===== config.mk =====
export PLATFORM = sky130hd
export DESIGN_NAME = rr_arbiter8
export DESIGN_NICKNAME = d
export VERILOG_FILES = /design/src/rtl/rr_arbiter8_pkg.sv /design/src/rtl/decoder3b8.sv /design/src/rtl/rr_arbiter8.sv
export SDC_FILE = /design/constraint.sdc
export NUM_CORES = 1
export LEC_CHECK = 0
export CAP_MARGIN = 20
export CORE_ASPECT_RATIO = 0.75
export CORE_MARGIN = 2
export CORE_UTILIZATION = 50
export DETAILED_ROUTE_END_ITERATION = 8
export PLACE_DENSITY_LB_ADDON = 0.15
export SLEW_MARGIN = 20
export SYNTH_ARGS = -nofsm -noshare
export SYNTH_HDL_FRONTEND = slang
export SYNTH_SLANG_ARGS = --single-unit

===== constraint.sdc =====
create_clock -name CLK -period 3.2 [get_ports CLK]
set_input_delay 0.8 -clock CLK [delete_from_list [all_inputs] [get_ports CLK]]
set_output_delay 0.8 -clock CLK [all_outputs]
set_load 0.05 [all_outputs]

===== src/rtl/rr_arbiter8_pkg.sv =====
// rr_arbiter8_pkg: shared sizes, state encoding and defaults for the round-robin arbiter
package rr_arbiter8_pkg;
  localparam int NUM_REQ = 8;
  localparam int IDX_W = 3;
  localparam logic ST_IDLE = 1'b0;
  localparam logic ST_GRANT = 1'b1;
  localparam int MAX_HOLD_DEF = 16;
endpackage


===== src/rtl/decoder3b8.sv =====
// decoder3b8: 3-to-8 one-hot decoder
module decoder3b8 (
  input  logic [2:0] sel,
  output logic [7:0] dec
);
  assign dec = 8'b1 << sel;
endmodule


===== src/rtl/rr_arbiter8.sv =====
// rr_arbiter8: 8-requester round-robin arbiter with idle handoff cycle and optional hold timeout
module rr_arbiter8
  import rr_arbiter8_pkg::*;
#(
  parameter int MAX_HOLD = MAX_HOLD_DEF,
  parameter int HOLD_W = 5
) (
  input  logic               CLK,
  input  logic               RST,
  input  logic [NUM_REQ-1:0] req,
  input  logic               done,
  output logic [NUM_REQ-1:0] grant,
  output logic [IDX_W-1:0]   grant_idx,
  output logic               grant_valid,
  output logic               timeout
);
  logic state;
  logic [IDX_W-1:0] ptr;
  logic [HOLD_W-1:0] hold_cnt;
  logic [NUM_REQ-1:0] dec;
  logic rel_drop;
  logic rel_to;
  function automatic logic [IDX_W-1:0] rr_pick(input logic [NUM_REQ-1:0] r, input logic [IDX_W-1:0] p);
    logic [IDX_W-1:0] w;
    w = p;
    for (int i = NUM_REQ - 1; i >= 0; i--)
      if (r[p + IDX_W'(i)]) w = p + IDX_W'(i);
    return w;
  endfunction
  assign rel_drop = !req[grant_idx];
  assign rel_to = (MAX_HOLD != 0) && (hold_cnt == HOLD_W'(MAX_HOLD - 1));
  always_ff @(posedge CLK) begin
    if (RST) begin
      state <= ST_IDLE;
      ptr <= '0;
      hold_cnt <= '0;
      grant_idx <= '0;
      grant_valid <= 1'b0;
      timeout <= 1'b0;
    end else if (state == ST_IDLE) begin
      timeout <= 1'b0;
      if (|req) begin
        state <= ST_GRANT;
        grant_idx <= rr_pick(req, ptr);
        grant_valid <= 1'b1;
        hold_cnt <= '0;
      end
    end else if (done || rel_drop || rel_to) begin
      state <= ST_IDLE;
      grant_valid <= 1'b0;
      ptr <= grant_idx + IDX_W'(1);
      timeout <= rel_to && !done && !rel_drop;
    end else begin
      hold_cnt <= &hold_cnt ? hold_cnt : hold_cnt + HOLD_W'(1);
    end
  end
  decoder3b8 u_dec (
    .sel(grant_idx),
    .dec(dec)
  );
  assign grant = dec & {NUM_REQ{grant_valid}};
endmodule


==> results.md, run 1 <==
- Outcome: complete, no violations
- # Max-Cap Violations: 0
- Sum Neg Setup Slack: 0 ps
- #FFs+latches synth: 14
- Cell family with the largest share of critical-path delay: multiplexers
- Seq pwr share: 22.6%
- Post-synthesis sequential area ratio: 16.4%
- Number of buffers and inverters on the critical path: 1
- # Post-CTS Setup Buffers: 0
- Leak: 0.000762 uW
- Fmax: 338 MHz
- Width of the die: 71.5 um
- Clock Sinks: 14
- H-tree levels: 1
- # nets final: 233
- Power density cells: 497 nW/um^2
- Die extent in y: 54.6 um
- Layout cells sized above 1: 13.3%
- Max_slew headroom: 40.1%
- Internal power: 560 uW
- EDFF count, synth: 0
- Pre-CTS setup slack: 56.1 ps
- Ant diodes: 0
- Ports: 24
- Final period util: 92.6%
- Measured slew at the worst slew-check pin: 898 ps
- Core ar.: 3290 um^2
- Max Root-Sink Buffers: 2
- Initial antenna violation count: 0
- Via count: 1603
- Dominant register cell in the synthesized netlist: dfxtp_1
- Worst min path class: flop to flop
- Net Sw Frac: 43.6%
- Top area cells in the synthesized netlist: dfxtp_1 16%, mux4_2 13%, ha_1 8.1%, mux2i_1 7.6%, mux2_2 4.0%
- CTS tree: built
- Average size of a mapped cell: 8.94 um^2
- IO buf count: 23
- Cell variety after synth: 45
- Hold buffers post-CTS: 0
- First-pass GRT wire length: 7040 um
- Final core utilization: 60.8%
- Synth Instances: 191
- Cts bufs inserted: 3
- Crit-path slowest cell: mux4_1
- RSZ-0062 raised after global routing: false
- Final min period: 2960 ps
- Fin. Hold Viols: 0
- Most area-hungry cell type in the Yosys netlist: dfxtp_1
- Initial Util: 51.9%
- Asr flop ratio synth: 0%
- DRT antenna net count: 0
- Drt total wl: 4430 um
- Worst setup EP type: flop
- Post-CTS Resized: 0
- Clock skew: 3.54 ps
- Post-DP HPWL: 3340 um
- Initial DRC Count: 225
- Largest net degree at the start of global routing: 18
- Setup violators final: 0
- Latest clock arrival within the worst-skew pair: 250 ps
- Syn-to-layout area delta: 17.2%
- Synthesized cell area: 1710 um^2
- Startpoint Class: input port
- Net Switching: 433 uW
- Routed len/inst: 17.7 um
- Total track usage: 23.5%
- Grt total ovfl: 0
- CP Cell Sequence: clkdlybuf4s50_1, mux4_1, mux2_2, nand3_1, o21ai_0, o41ai_1, a221oi_1
- Clock slew seen by the registers of the worst setup and hold paths: 60 ps
- Gate power share: 60.1%
- Clock share of power: 17.3%
- Syn Nets: 213
- Crit-path max FO: 10
- Post-route DRC: 0
- Slew Limit Fails: 0
- CP peak stage delay: 690 ps
- Worst vdd ir: 0.000367 V
- YS warnings: 0
- # rows: 18
- Area share of the largest cell type after synthesis: 16.4%
- Total die area: 3900 um^2
- Via density: 6.41
- Worst Path Required: 3300 ps
- Vias in the first global route: 1478
- Setup ws final: 238 ps
- Worst Path Arrival: 3060 ps
- Crit Path Class: input port to flop
- Fill cell count: 267
- 1st-pass router iterations: 4
- RePlAce Congestion: 1.01
- CTS Root Buffer Type: clkbuf_8
==> registers in the layout (all words and copies together), names as in the netlist <==
register and flops:
hold_cnt 5, grant_idx 3, ptr 3, grant_valid 1, state 1, timeout 1
==> power by group through the flow <==
stage	logic, uW	registers [uW]	clock network (uW)
3_5_place_dp	583	228	0
4_1_cts	586	225	177
2_1_floorplan	426	247	0
5_1_grt	640	229	185
3_3_place_gp	571	227	0
6_report	597	224	172
==> synth_stat cells, types with 3 or more instances <==
master / number
nor2_1: 16
dfxtp_1: 14
mux2i_1: 13
a21oi_1: 11
ha_1: 11
inv_1: 11
mux4_2: 10
and2_1: 7
and3_1: 7
nand2_1: 7
mux2_2: 6
o21ai_0: 6
clkbuf_1: 5
nand3_1: 5
nor3_1: 5
buf_2: 4
nor2b_1: 4
xor2_1: 4
a211oi_1: 3
nand4_1: 3
o31ai_1: 3
==> cell families after synthesis <==
| family | Yosys count | synth area share (%) |
|---|---|---|
| AO/OA/AOI/OAI | 40 | 15.8 |
| XOR/XNOR | 6 | 3.08 |
| adder cells (fa/ha/maj) | 11 | 8.06 |
| buffers and inverters | 22 | 6.23 |
| flip-flops | 14 | 16.4 |
| multiplexers | 33 | 29.6 |
| AND/OR/NAND/NOR | 65 | 20.8 |
==> metal layers <==
metal / up-vias / track usage (%) / part of all wire [%] / wire length [um]
li1: 767 / - / - / -
met3: 2 / 4.79 / 7.8 / 346
met2: 77 / 38.7 / 47 / 2060
met5: - / 0 / 0 / 0
met1: 757 / 32.7 / 45 / 2010
met4: 0 / 3.77 / 0.34 / 15
==> cell type report <==
type | count | area (um^2) | area share [%]
Tap cell | 40 | 50.0 | 2.50
Sequential cell | 14 | 280 | 14.0
Clock buffer | 4 | 55.1 | 2.75
Multi-Input combinational cell | 155 | 1320 | 66.0
Timing Repair Buffer | 26 | 253 | 12.6
Inverter | 11 | 41.3 | 2.07
==> metrics by stage <==
stage	instance area (um^2)	total power (uW)	hold slack [ps]	instances
after floorplan	1710	673	473	191
after global placement	1940	798	485	246
after detailed placement	1940	811	518	246
after CTS	2000	987	528	250
after global routing	2000	1050	561	250
final	2000	993	531	250
==> cell usage in the layout (no fill, tap or decap), types with 2 or more instances in the layout <==
cell type        Yosys  routed
mux4_1               2       2
a21oi_1             11      11
inv_1               11      11
buf_4                0       3
nor2_1              16      16
a211oi_1             3       3
xor2_1               4       4
nand4_1              3       3
a22oi_1              2       2
mux2i_1             13      13
nand2_1              7       7
o31ai_1              3       3
and3_1               7       7
clkdlybuf4s50_1      0      23
nor3_1               5       5
xnor2_1              2       2
nor2b_1              4       4
ha_1                11      11
mux2_4               2       2
a31oi_1              2       2
o21ai_0              6       6
a2bb2oi_1            2       2
nor4_1               2       2
a221oi_1             2       2
mux4_2              10      10
nand2b_1             2       2
o22ai_1              2       2
nand3b_1             2       2
or3_1                2       2
nand3_1              5       5
and2_1               7       7
clkbuf_8             0       4
dfxtp_1             14      14
mux2_2               6       6
==> worst min-delay path: cells and delay by family, from the launching register on <==
kind / cells / cell delay (ps)
simple gates: 1 / 80
flops: 1 / 330
compound gates: 1 / 70
==> path summary, 6_finish.rpt <==
| path | startpoint | endpoint | slack (ps) | cells after the start |
|---|---|---|---|---|
| worst max-delay path | req[3] | grant_idx[1] | 240 | 7 |
| worst min-delay path | hold_cnt[1] | hold_cnt[1] | 530 | 2 |
| worst max register to register | ptr[0] | grant_idx[1] | 340 | 8 |
| worst min register to register | hold_cnt[1] | hold_cnt[1] | 530 | 2 |
No activity file was read; power rests on OpenSTA's default activity.
==> run 2: changes to the inputs <==
CELL_PAD_IN_SITES_DETAIL_PLACEMENT = 1   (was unset)
CELL_PAD_IN_SITES_GLOBAL_PLACEMENT = 2   (was unset)
CORE_UTILIZATION = 30   (was 50)
==> run 2 against run 1 <==
Effect of this change: clock power barely moved; non-clock buffer count rose by 6; sequential share of layout area fell by 0.60 points; power rose by 3.3%.
==> results.md, run 2 (synthesized netlist as in run 1, its figures left out) <==
- # Post-CTS Setup Buffers: 0 (unchanged)
- Max Root-Sink Buffers: 2 (unchanged)
- Final period util: 92.5% (about the same)
- Via density: 5.49 (-14%)
- Max_slew headroom: 46.3% (+6.2 points)
- Clock share of power: 16.8% (-0.5 points)
- Setup violators final: 0 (unchanged)
- Power density cells: 491 nW/um^2 (-1.1%)
- Clock slew seen by the registers of the worst setup and hold paths: 60 ps (about the same)
- Total die area: 6310 um^2 (+62%)
- # Max-Cap Violations: 0 (unchanged)
- First-pass GRT wire length: 8590 um (+22%)
- Post-CTS Resized: 0 (unchanged)
- IO buf count: 23 (unchanged)
- Post-route DRC: 0 (unchanged)
- CP Cell Sequence: clkdlybuf4s50_1, mux4_1, mux2_2, nand3_1, o21ai_0, o41ai_1, a221oi_1
- 1st-pass router iterations: 4 (unchanged)
- Layout cells sized above 1: 15.7% (+2.4 points)
- RSZ-0062 raised after global routing: false
- Hold buffers post-CTS: 0 (unchanged)
- H-tree levels: 1 (unchanged)
- CTS tree: built
- M1 GR Usage: 25.8% (-6.9 points)
- Seq pwr share: 22.1% (-0.5 points)
- Crit Path Class: input port to flop
- # nets final: 239 (+2.6%)
- Fin. Hold Viols: 0 (unchanged)
- Largest register by flop count: hold_cnt
- Ports: 24 (unchanged)
- Net Sw Frac: 43.8% (+0.20 points)
- Worst min path class: flop to flop
- Drt total wl: 5160 um (+16%)
- Fill cell count: 667 (+150%)
- Worst vdd ir: 0.000268 V (-27%)
- RePlAce Congestion: 0.922 (-8.4%)
- Worst Path Arrival: 3060 ps (about the same)
- Vias in the first global route: 1614 (+9.2%)
- Initial DRC Count: 94 (-58%)
- Commonest non-fill, non-tap cells in the layout: 23 x clkdlybuf4s50_1, 16 x nor2_1, 14 x dfxtp_1
- Measured slew at the worst slew-check pin: 805 ps (-93.5 ps)
- Slew Limit Fails: 0 (unchanged)
- Gate power share: 61.1% (+1.0 points)
- Met3 GRT Util: 2.72% (-2.1 points)
- Grt total ovfl: 0 (unchanged)
- Post-DP HPWL: 4200 um (+26%)
- FF/Latch Area: 280 um^2 (unchanged)
- CP peak stage delay: 690 ps (about the same)
- Cell family with the largest share of critical-path delay: multiplexers
- DRT antenna net count: 0 (unchanged)
- Total track usage: 16.9% (-6.6 points)
- Top Usage Layer GRT: met1
- Ant diodes: 0 (unchanged)
- CTS Root Buffer Type: clkbuf_8
- Commonest non-fill, non-tap cell in the layout: clkdlybuf4s50_1
- Worst setup EP type: flop
- Sum Neg Setup Slack: 0 ps (unchanged)
- Net Switching: 450 uW (+3.8%)
- Clock Sinks: 14 (unchanged)
- # rows: 23 (+5)
- Die extent in y: 69.3 um (+27%)
- Via count: 1598 (-0.31%)
- Width of the die: 91.1 um (+27%)
- Clock skew: 2.88 ps (-0.663 ps)
- Latest clock arrival within the worst-skew pair: 240 ps (about the same)
- Multi-input logic area: 1320 um^2 (unchanged)
- Crit-path max FO: 10 (unchanged)
- Internal power: 576 uW (+2.9%)
- Core ar.: 5410 um^2 (+65%)
- Initial antenna violation count: 0 (unchanged)
- Max reg flops: 5 (unchanged)
- Crit-path slowest cell: mux4_1
- Fmax: 338 MHz (about the same)
- Post-DP Area: 2030 um^2 (+4.6%)
- Cts bufs inserted: 3 (unchanged)
- Design Area, Final: 2090 um^2 (+4.4%)
- Initial Util: 31.5% (-20 points)
- Startpoint Class: input port
- Routed len/inst: 17.7 um (about the same)
- Leak: 0.000791 uW (+3.8%)
- Final min period: 2960 ps (-2.51 ps)
- Met2 usage: 25.6% (-13 points)
- Largest net degree at the start of global routing: 18 (unchanged)
- Outcome: complete, no violations
- Largest regs: hold_cnt (5), grant_idx (3), ptr (3)
- Syn-to-layout area delta: 22.4%
- Number of buffers and inverters on the critical path: 1 (unchanged)
- Worst Path Required: 3300 ps (about the same)
==> run 2: changes by cell type in the layout (fill, tap and decap cells not counted) <==
cell / change
buf_4: +6
==> run 2: cell type report <==
type / count / area share [%]
multi-input cells: 155 / 63.2
repair buffers: 32 / 14.3
flip-flops and latches: 14 / 13.4
well taps: 75 / 4.49
clock buffers: 4 / 2.64
inverters: 11 / 1.98
==> run 2: worst reg2reg max path, delay by kind of cell, from the launching register on <==
kind                       cells  cell delay (ps)
buffers and inverters          1              130
muxes                          2              960
AOI/OAI and AO/OA              4              710
DFF                            1              330
adders and majority gates      1              560
==> run 2: final timing paths <==
check        cells after the start  slack, ps            to   startpoint
max                              7        240  grant_idx[1]       req[3]
max reg2reg                      8        370  grant_idx[1]       ptr[0]
min                              2        520   hold_cnt[1]  hold_cnt[1]
min reg2reg                      2        520   hold_cnt[1]  hold_cnt[1]
==> run 2: per-stage QoR <==
stage / total power [uW] / worst slack [ps] / hold slack [ps] / util [%] / instances
final: 1030 / 240 / 517 / 38.6 / 291
after floorplan: 673 / 206 / 473 / - / 191
after global placement: 846 / 66.1 / 489 / 37.6 / 287
after global routing: 1100 / 102 / 558 / 38.6 / 291
after detailed placement: 856 / 7.02 / 516 / 37.6 / 287
after CTS: 1030 / 212 / 526 / 38.6 / 291
==> run 2: metal layers <==
| layer | wire, um | vias up |
|---|---|---|
| met2 | 2270 | 42 |
| met5 | 0 | - |
| met1 | 2660 | 780 |
| met3 | 236 | 0 |
| li1 | - | 776 |
| met4 | 0 | 0 |
==> run 2: power groups by stage <==
stage | logic [uW] | clock network (uW) | registers, uW
3_3_place_gp | 616 | 0 | 230
6_report | 627 | 173 | 226
4_1_cts | 627 | 178 | 226
2_1_floorplan | 426 | 0 | 247
3_5_place_dp | 625 | 0 | 230
5_1_grt | 682 | 190 | 231
